## src/rtl/sr_axis_pkg.sv

```systemverilog
// sr_axis_pkg: shared AXI-Stream video types and defaults for the output side.
//   pixel_t        : one RGB888 pixel beat
//   beat_t         : {data, last (eol), user (sof)} as carried through the framer
//   framer_state_t : framer FSM encoding
package sr_axis_pkg;

    localparam int DATA_WIDTH_DEF     = 24;
    localparam int DST_IMG_WIDTH_DEF  = 3840;
    localparam int DST_IMG_HEIGHT_DEF = 2160;

    typedef logic [DATA_WIDTH_DEF-1:0] pixel_t;

    typedef struct packed {
        pixel_t data;
        logic   last;
        logic   user;
    } beat_t;

    localparam int BEAT_W = $bits(beat_t);

    typedef enum logic [1:0] {
        IDLE  = 2'd0,
        RUN   = 2'd1,
        DRAIN = 2'd2
    } framer_state_t;

endpackage

```

## src/rtl/axis_skid_buffer.sv

```systemverilog
// axis_skid_buffer: 2-entry skid buffer with a fully registered input ready.
// Ports:
//   clk, rst_n    : clock, async active-low reset
//   i_allow       : upstream may be accepted next cycle (owner's gating)
//   i_in_valid    : upstream valid        o_in_ready : registered upstream ready
//   i_in_data     : upstream payload
//   o_out_valid   : downstream valid      i_out_ready: downstream ready
//   o_out_data    : downstream payload (registered)
//   o_empty       : no entry remains once this cycle's pop completes
//                   (meaningful while no push is possible)
module axis_skid_buffer
    import sr_axis_pkg::*;
#(
    parameter int WIDTH = BEAT_W
) (
    input  logic             clk,
    input  logic             rst_n,
    input  logic             i_allow,
    input  logic             i_in_valid,
    output logic             o_in_ready,
    input  logic [WIDTH-1:0] i_in_data,
    output logic             o_out_valid,
    input  logic             i_out_ready,
    output logic [WIDTH-1:0] o_out_data,
    output logic             o_empty
);

    logic             r_out_valid;
    logic [WIDTH-1:0] r_out_data;
    logic             r_skid_valid;
    logic [WIDTH-1:0] r_skid_data;
    logic             r_in_ready;
    logic             w_push;
    logic             w_skid_nxt;

    assign w_push = i_in_valid && r_in_ready;

    // Skid slot is occupied next cycle if it stays stalled, or if a push lands
    // on a stalled output register.
    assign w_skid_nxt = r_skid_valid ? !i_out_ready
                                     : (w_push && r_out_valid && !i_out_ready);

    always_ff @(posedge clk or negedge rst_n) begin
        if (!rst_n) begin
            r_out_valid  <= 1'b0;
            r_out_data   <= '0;
            r_skid_valid <= 1'b0;
            r_skid_data  <= '0;
            r_in_ready   <= 1'b0;
        end else begin
            r_in_ready <= i_allow && !w_skid_nxt;
            if (r_skid_valid) begin
                if (i_out_ready) begin
                    r_out_data   <= r_skid_data;
                    r_skid_valid <= 1'b0;
                end
            end else if (w_push) begin
                if (!r_out_valid || i_out_ready) begin
                    r_out_data  <= i_in_data;
                    r_out_valid <= 1'b1;
                end else begin
                    r_skid_data  <= i_in_data;
                    r_skid_valid <= 1'b1;
                end
            end else if (i_out_ready) begin
                r_out_valid <= 1'b0;
            end
        end
    end

    assign o_in_ready  = r_in_ready;
    assign o_out_valid = r_out_valid;
    assign o_out_data  = r_out_data;
    assign o_empty     = !r_skid_valid && (!r_out_valid || i_out_ready);

endmodule

```

## src/rtl/axis_out_frame_framer.sv

```systemverilog
// axis_out_frame_framer: counts pixels/lines of the upscaled output stream and
// re-emits it with tuser = start-of-frame and tlast = end-of-line through a
// 2-entry skid buffer. Armed by frame_start, reports completion on frame_done.
// Ports:
//   clk, rst_n              : clock, async active-low reset
//   frame_start             : arm pulse (honoured only in IDLE)
//   s_axis_*                : upstream pixels (tlast only used by the check)
//   m_axis_*                : downstream pixels with tlast/tuser sideband
//   busy, frame_done        : status to the config register file
//   err_tlast               : sticky upstream tlast mismatch flag
// Optional feature: FRAMER_TLAST_CHECK_EN enables the upstream tlast check;
// without it err_tlast is tied low.
//
// state | meaning
// IDLE  | waiting for frame_start, upstream held off
// RUN   | accepting and tagging beats of the current frame
// DRAIN | last beat accepted, waiting for the skid buffer to empty
module axis_out_frame_framer
    import sr_axis_pkg::*;
#(
    parameter int DATA_WIDTH     = DATA_WIDTH_DEF,
    parameter int DST_IMG_WIDTH  = DST_IMG_WIDTH_DEF,
    parameter int DST_IMG_HEIGHT = DST_IMG_HEIGHT_DEF
) (
    input  logic                  clk,
    input  logic                  rst_n,
    input  logic                  frame_start,
    input  logic                  s_axis_tvalid,
    output logic                  s_axis_tready,
    input  logic [DATA_WIDTH-1:0] s_axis_tdata,
    input  logic                  s_axis_tlast,
    output logic                  m_axis_tvalid,
    input  logic                  m_axis_tready,
    output logic [DATA_WIDTH-1:0] m_axis_tdata,
    output logic                  m_axis_tlast,
    output logic                  m_axis_tuser,
    output logic                  busy,
    output logic                  frame_done,
    output logic                  err_tlast
);

    localparam int COL_W = (DST_IMG_WIDTH  > 1) ? $clog2(DST_IMG_WIDTH)  : 1;
    localparam int ROW_W = (DST_IMG_HEIGHT > 1) ? $clog2(DST_IMG_HEIGHT) : 1;
    localparam logic [COL_W-1:0] COL_LAST = COL_W'(DST_IMG_WIDTH - 1);
    localparam logic [ROW_W-1:0] ROW_LAST = ROW_W'(DST_IMG_HEIGHT - 1);

    framer_state_t         r_state;
    logic [COL_W-1:0]      r_col;
    logic [ROW_W-1:0]      r_row;
    logic                  r_frame_done;
    logic                  w_accept;
    logic                  w_sof;
    logic                  w_eol;
    logic                  w_frame_end;
    logic                  w_run_next;
    logic                  w_skid_empty;
    logic [DATA_WIDTH+1:0] w_in_beat;
    logic [DATA_WIDTH+1:0] w_out_beat;

    assign w_accept    = s_axis_tvalid && s_axis_tready;
    assign w_sof       = (r_col == '0) && (r_row == '0);
    assign w_eol       = (r_col == COL_LAST);
    assign w_frame_end = w_eol && (r_row == ROW_LAST);
    assign w_in_beat   = {s_axis_tdata, w_eol, w_sof};

    // Next-cycle RUN, so the skid buffer can register s_axis_tready directly.
    // An arm pulse landing on the frame_done cycle is deliberately refused.
    assign w_run_next = ((r_state == IDLE) && frame_start && !r_frame_done) ||
                        ((r_state == RUN) && !(w_accept && w_frame_end));

    axis_skid_buffer #(
        .WIDTH (DATA_WIDTH + 2)
    ) u_skid (
        .clk         (clk),
        .rst_n       (rst_n),
        .i_allow     (w_run_next),
        .i_in_valid  (s_axis_tvalid),
        .o_in_ready  (s_axis_tready),
        .i_in_data   (w_in_beat),
        .o_out_valid (m_axis_tvalid),
        .i_out_ready (m_axis_tready),
        .o_out_data  (w_out_beat),
        .o_empty     (w_skid_empty)
    );

    assign {m_axis_tdata, m_axis_tlast, m_axis_tuser} = w_out_beat;

`ifdef FRAMER_TLAST_CHECK_EN
    logic r_err_tlast;
`else
    logic w_unused_tlast;
    assign w_unused_tlast = s_axis_tlast;
`endif

    always_ff @(posedge clk or negedge rst_n) begin
        if (!rst_n) begin
            r_state      <= IDLE;
            r_col        <= '0;
            r_row        <= '0;
            r_frame_done <= 1'b0;
`ifdef FRAMER_TLAST_CHECK_EN
            r_err_tlast  <= 1'b0;
`endif
        end else begin
            r_frame_done <= 1'b0;
            case (r_state)
                IDLE: begin
                    if (frame_start && !r_frame_done) begin
                        r_col   <= '0;
                        r_row   <= '0;
                        r_state <= RUN;
`ifdef FRAMER_TLAST_CHECK_EN
                        r_err_tlast <= 1'b0;
`endif
                    end
                end
                RUN: begin
                    if (w_accept) begin
`ifdef FRAMER_TLAST_CHECK_EN
                        if (s_axis_tlast != w_eol) r_err_tlast <= 1'b1;
`endif
                        if (w_frame_end) begin
                            r_col   <= '0;
                            r_row   <= '0;
                            r_state <= DRAIN;
                        end else if (w_eol) begin
                            r_col <= '0;
                            r_row <= r_row + ROW_W'(1);
                        end else begin
                            r_col <= r_col + COL_W'(1);
                        end
                    end
                end
                DRAIN: begin
                    // Upstream is closed here, so o_empty marks the final pop.
                    if (w_skid_empty) begin
                        r_frame_done <= 1'b1;
                        r_state      <= IDLE;
                    end
                end
                default: r_state <= IDLE;
            endcase
        end
    end

    assign busy       = (r_state != IDLE);
    assign frame_done = r_frame_done;
`ifdef FRAMER_TLAST_CHECK_EN
    assign err_tlast  = r_err_tlast;
`else
    assign err_tlast  = 1'b0;
`endif

endmodule

```

## config.mk

```make
export PLATFORM = sky130hd
export DESIGN_NAME = axis_out_frame_framer
export DESIGN_NICKNAME = d
export VERILOG_FILES = /design/src/rtl/sr_axis_pkg.sv /design/src/rtl/axis_skid_buffer.sv /design/src/rtl/axis_out_frame_framer.sv
export SDC_FILE = /design/constraint.sdc
export NUM_CORES = 1
export LEC_CHECK = 0
export ABC_AREA = 1
export CAP_MARGIN = 20
export CORE_MARGIN = 2
export CORE_UTILIZATION = 40
export DETAILED_ROUTE_END_ITERATION = 7
export GPL_TIMING_DRIVEN = 1
export PLACE_DENSITY_LB_ADDON = 0.05
export SKIP_LAST_GASP = 1
export SLEW_MARGIN = 20
export SYNTH_ARGS = -nofsm -noshare
export SYNTH_HDL_FRONTEND = slang
export SYNTH_HIERARCHICAL = 1
export SYNTH_SLANG_ARGS = --single-unit
```

## constraint.sdc

```tcl
create_clock -name clk -period 4 [get_ports clk]
set_clock_uncertainty 0.2 [all_clocks]
set_input_delay 0.4 -clock clk [delete_from_list [all_inputs] [get_ports clk]]
set_output_delay 0.4 -clock clk [all_outputs]
set_load 0.005 [all_outputs]
```

## Yosys cells after proc, flatten, opt, wreduce, memory -nomap -nowiden

Index checks and enable logic that the tools add are counted.

- Logic and storage cells: 86
- Register bits: 82

- Reduce and logical (&&, ||, !) cells: 34
- Bitwise operators: 2
- Add/sub/neg operators: 2
- Mux-type cells: 28
- Equal/unequal tests: 11

Operators with widths:

| operator | count |
|---|---|
| $mux W26 | 4 |
| $mux W12 | 7 |
| $pmux W12 S2 | 2 |
| $add A12 B1 Y12 const B | 2 |
| $eq A12 B12 Y1 const B | 2 |
| $logic_not A12 Y1 | 2 |
| $logic_and A1 B1 Y1 | 12 |
| $reduce_and A3 Y1 | 4 |
| $mux W1 | 10 |
| $reduce_bool A2 Y1 | 5 |
| $mux W2 | 4 |
| $reduce_and A4 Y1 | 2 |
| $logic_not A1 Y1 | 6 |
| $ne A2 B1 Y1 const B | 3 |
| $ne A2 B2 Y1 const B | 3 |
| $pmux W2 S3 | 1 |
| $ne A3 B3 Y1 const B | 1 |
| $eq A2 B1 Y1 const B | 1 |
| $eq A2 B2 Y1 const B | 1 |
| $logic_not A2 Y1 | 1 |
| $logic_or A1 B1 Y1 | 2 |
| $not A1 Y1 | 2 |

## Logic depth before layout (Yosys ltp)

- Word-level depth: 7
- Gate-level depth with buffers: 10

## Modules after synthesis

Netlist, hierarchy kept.

Modules (own cells, without submodules):

| module | sequential area each (um2) | area an instance (um2) | cells each | instances |
|---|---|---|---|---|
| axis_skid_buffer | 1,376.3 | 2,553.7 | 324 | 1 |
| axis_out_frame_framer | 675.6 | 1,835.5 | 267 | 1 |

## Least setup slack after synthesis

No wires, ideal clock.

- Path kind: register to register
- From: reg r_col[0]
- To: reg r_row[5]
- Data required time: 3.682 ns
- Clock period less this slack: 1.665 ns
- Cell stages (with the launch flop): 10
- Slack: 2.335 ns
- Library setup time: 0.118 ns
- Data arrival time: 1.347 ns
- Cell sequence: dfrtp_1 -> ha_1 -> nand2_1 -> nor2_1 -> nand3_2 -> nand2_4 -> nand2_4 -> buf_6 -> nand2_1 -> nand2_1

- Longest elaborated chain between the ends: 5

Ends and longest elaborated chain:

| item | RTL line | RTL |
|---|---|---|
| start: declaration | axis_out_frame_framer.sv:48 | `logic [COL_W-1:0] r_col;` |
| start signal: assignment | axis_out_frame_framer.sv:130 | `r_col <= r_col + COL_W'(1);` |
| $eq A12 B12 Y1 (*) | axis_out_frame_framer.sv:62 | `assign w_eol = (r_col == COL_LAST);` |
| $logic_and A1 B1 Y1 | axis_out_frame_framer.sv:63 | `assign w_frame_end = w_eol && (r_row == ROW_LAST);` |
| $mux W12 | axis_out_frame_framer.sv:122 | `if (w_frame_end) begin` |
| $mux W12 | axis_out_frame_framer.sv:118 | `if (w_accept) begin` |
| $pmux W12 S2 | axis_out_frame_framer.sv:106 | `case (r_state)` |
| end signal: assignment | axis_out_frame_framer.sv:128 | `r_row <= r_row + ROW_W'(1);` |
| end: declaration | axis_out_frame_framer.sv:49 | `logic [ROW_W-1:0] r_row;` |

Mark *: on every way between the ends. The rest lies on a longest branch, timed or not. The select of a mux whose other input is x is not followed.
A chain may end at the register's enable or synchronous reset.

## Final worst setup path

- From: reg u_skid.r_skid_valid
- To: reg u_skid.r_out_data[17], in the netlist u_skid/o_out_data[17]

- Longest elaborated chain between the ends: 2

Ends and longest elaborated chain:

| item | RTL line | RTL |
|---|---|---|
| start: declaration | axis_skid_buffer.sv:30 | `logic r_skid_valid;` |
| start signal: assignment | axis_skid_buffer.sv:47 | `r_skid_valid <= 1'b0;` |
| start signal: assignment | axis_skid_buffer.sv:55 | `r_skid_valid <= 1'b0;` |
| start signal: assignment | axis_skid_buffer.sv:63 | `r_skid_valid <= 1'b1;` |
| $ne A2 B2 Y1 (no source line) / $reduce_bool A2 Y1 (equally long branches) | n/a |  |
| $reduce_and A3 Y1 (no source line) | n/a |  |
| end signal: assignment | axis_skid_buffer.sv:54 | `r_out_data <= r_skid_data;` |
| end signal: assignment | axis_skid_buffer.sv:59 | `r_out_data <= i_in_data;` |
| end: declaration | axis_skid_buffer.sv:29 | `logic [WIDTH-1:0] r_out_data;` |

Parallel ways exist; a longest one is shown, timed or not.

==> impl_metrics.ini <==
[drt]
wire_per_inst_um = 13.5
ant_nets = 0
dr.first_iter.drc_count = 171
totalWireLength_mm = 10.7
post_drt_via_cell_ratio = 4.98
drt_first_pass_iters = 4
drc = 0
vias = 3931

[floorplanning]
start_util = 0.407
pin_count = 61
die_area_sq_um = 11800
die_height_um = 109
fp-row-count = 38
coreArea_sq_um = 10800
die_w_um = 109

[sta]
timing.final.ws_setup_ns = 1.79
fin_tns_setup_ns = 0
worst_pin_slew_ns = 0.737
drv_slew = 0
hold_viol = 0
setup_viol = 0
rsz0062_at_grt = false
period_needed_ns = 2.21
post-route-period-util = 0.552
fmax_mhz = 453
slew_headroom = 0.508

[hold_path]
whs_path_depth = 2
hold_path.class = reg2reg

[power]
netSwitchingPower_uw = 843
p_int_uw = 1690
swShare = 0.333
p_comb_frac = 0.286
power_density_nw_per_um2 = 483
irDropWorstVdd_mv = 0.297
power_frac_seq = 0.475
fin_total_pwr_uw = 2530
p_leak_uw = 0.00266
clkPwrFrac = 0.239

[setup_path]
worstPathArrival_ns = 2.32
rrSetupSlack_ns = 1.79
rr_worst_depth = 5
worstSetupStartpointType = register
crit_type = reg2reg
end_kind = register
critical_path_peak_fanout = 28
cp.required_ns = 4.11

[synth]
syn_nets = 625
synth_cells = 591
synthDistinctLibCells = 34
synthAdderAreaFrac = 0.0114
synth_compound_area_frac = 0.0410
synth_top_cell_area_share = 0.468
ys_warn_count = 6
synth_top_family_by_area = simple AND/OR/NAND/NOR gates
syn_area_sq_um = 4390
muxShareOfSynthArea = 0
seq_area_frac_synth = 0.468
yosys.area.top_type = dfrtp_1
synth-seq-cells = 82
synthXorXnorAreaFrac = 0.00399
synth_simple_gate_area_frac = 0.404
postSynthAreaPerCell_sq_um = 7.43
netlist_top_cells_area = dfrtp_1, nand2_1, nand3_1

[clock_tree]
postCtsSetupRepairBufs = 0
cts.sinks = 82
root_buffer = clkbuf_8
cts_htree_levels = 3
insertion_delay_ns = 0.36
numCtsBuffers = 9
cts_buffer_depth = 2
tritoncts = yes
path_clk_slew_ns = 0.09

[job]
cap_violations = 0

[cells_and_area]
layout_common_cells = nand2_1, dfrtp_1, nand3_1
multi_input_area_sq_um = 2030
final-seq-area_sq_um = 2050
num-fill-cells = 1097
diodes = 0
final_common_cell = nand2_1
nets = 679
drive_above_1_share = 0.0647
area_growth_pct = 19.3

[place]
place_ws_ns = 1.57
port_buffers = 58
hpwl_mm = 7.20
place_congestion = 0.829

[global_routing]
grt_max_degree = 56
antenna_found_initial = 0
gr-usage-all-layers = 0.196
grt_pass1_wl_mm = 18.2
overflow = 0
grt_pass1_vias = 3759

[run_status]
status = finished clean
## cell families (layout without fill, tap and decap cells)
family,after synthesis,in the layout
adder cells (fa/ha/maj),4,4
AND/OR/NAND/NOR,410,410
flip-flops,82,82
AO/OA/AOI/OAI,29,29
other,1,1
XOR/XNOR,2,2
buffers and inverters,63,121
## power by group through the flow
stage          sequential [uW]  combinational [uW]  clock, uW
2_1_floorplan             1190                 421          0
3_3_place_gp              1210                 719          0
3_5_place_dp              1220                 734          0
4_1_cts                   1200                 735        631
5_1_grt                   1230                 832        662
6_report                  1200                 723        606
## timing repair
item                                   in CTS  in global routing
endpoints found under the hold margin      54                  0
resized for setup                           0                  0
hold buffers                                1                  0
## cells in the mapped netlist (all sizes together)
library cell,count
a21boi,1
a21oi,5
and2,1
and3,1
buf,20
clkbuf,2
conb,1
dfrtp,82
ha,4
inv,41
nand2,264
nand3,83
nand3b,1
nand4,11
nor2,42
nor3,6
nor4,1
o2111ai,2
o21ai,20
o21bai,1
xor2,2
## registers in the layout, indices dropped and copies added (netlist names)
name	count
r_row	12
u_skid/r_skid_data	26
u_skid/o_in_ready	1
r_col	12
u_skid/r_skid_valid	1
r_state	2
u_skid/o_out_valid	1
u_skid/o_out_data	26
frame_done	1
## path summary, 6_finish.rpt
kind / from / endpoint
min: u_skid/o_out_data[3] / u_skid/o_out_data[3]
min reg2reg: u_skid/o_out_data[3] / u_skid/o_out_data[3]
max: u_skid/r_skid_valid / u_skid/o_out_data[17]
max in group asynchronous: rst_n / u_skid/o_out_data[3]
min in group asynchronous: rst_n / u_skid/o_out_data[21]
max reg2reg: u_skid/r_skid_valid / u_skid/o_out_data[17]
## layout make-up
type	instances	share of cell area
Tap cell	140	0.0335
Clock buffer	10	0.0263
Timing Repair Buffer	65	0.121
Inverter	41	0.0299
Sequential cell	82	0.392
Multi-Input combinational cell	446	0.387
Clock inverter	5	0.0105
## critical path, stage by stage, from the launching register on
cell and delay, ns:
dfrtp_1 0.81, inv_4 0.29, nand2_2 0.33, buf_4 0.30
nand3_1 0.13, nand2_1 0.09
## routing by layer
layer | part of all wire | track usage
met3 | 0.045 | 0.0436
met1 | 0.45 | 0.248
met2 | 0.49 | 0.332
met4 | 0.013 | 0.0659
met5 | 0 | 0
## through the flow
| step | utilization | std cells | hold slack [ns] | cell area, sq um |
|---|---|---|---|---|
| 6_report | 0.485 | 789 | 0.272 | 5240 |
| 5_1_grt | 0.485 | 789 | 0.291 | 5240 |
| 4_1_cts | 0.485 | 789 | 0.279 | 5240 |
| 3_5_place_dp | 0.466 | 773 | 0.258 | 5030 |
| 3_3_place_gp | 0.466 | 773 | 0.253 | 5030 |
| 2_1_floorplan | - | 591 | -0.0956 | 4390 |
Note: power is estimated with default switching activity, not from simulation.
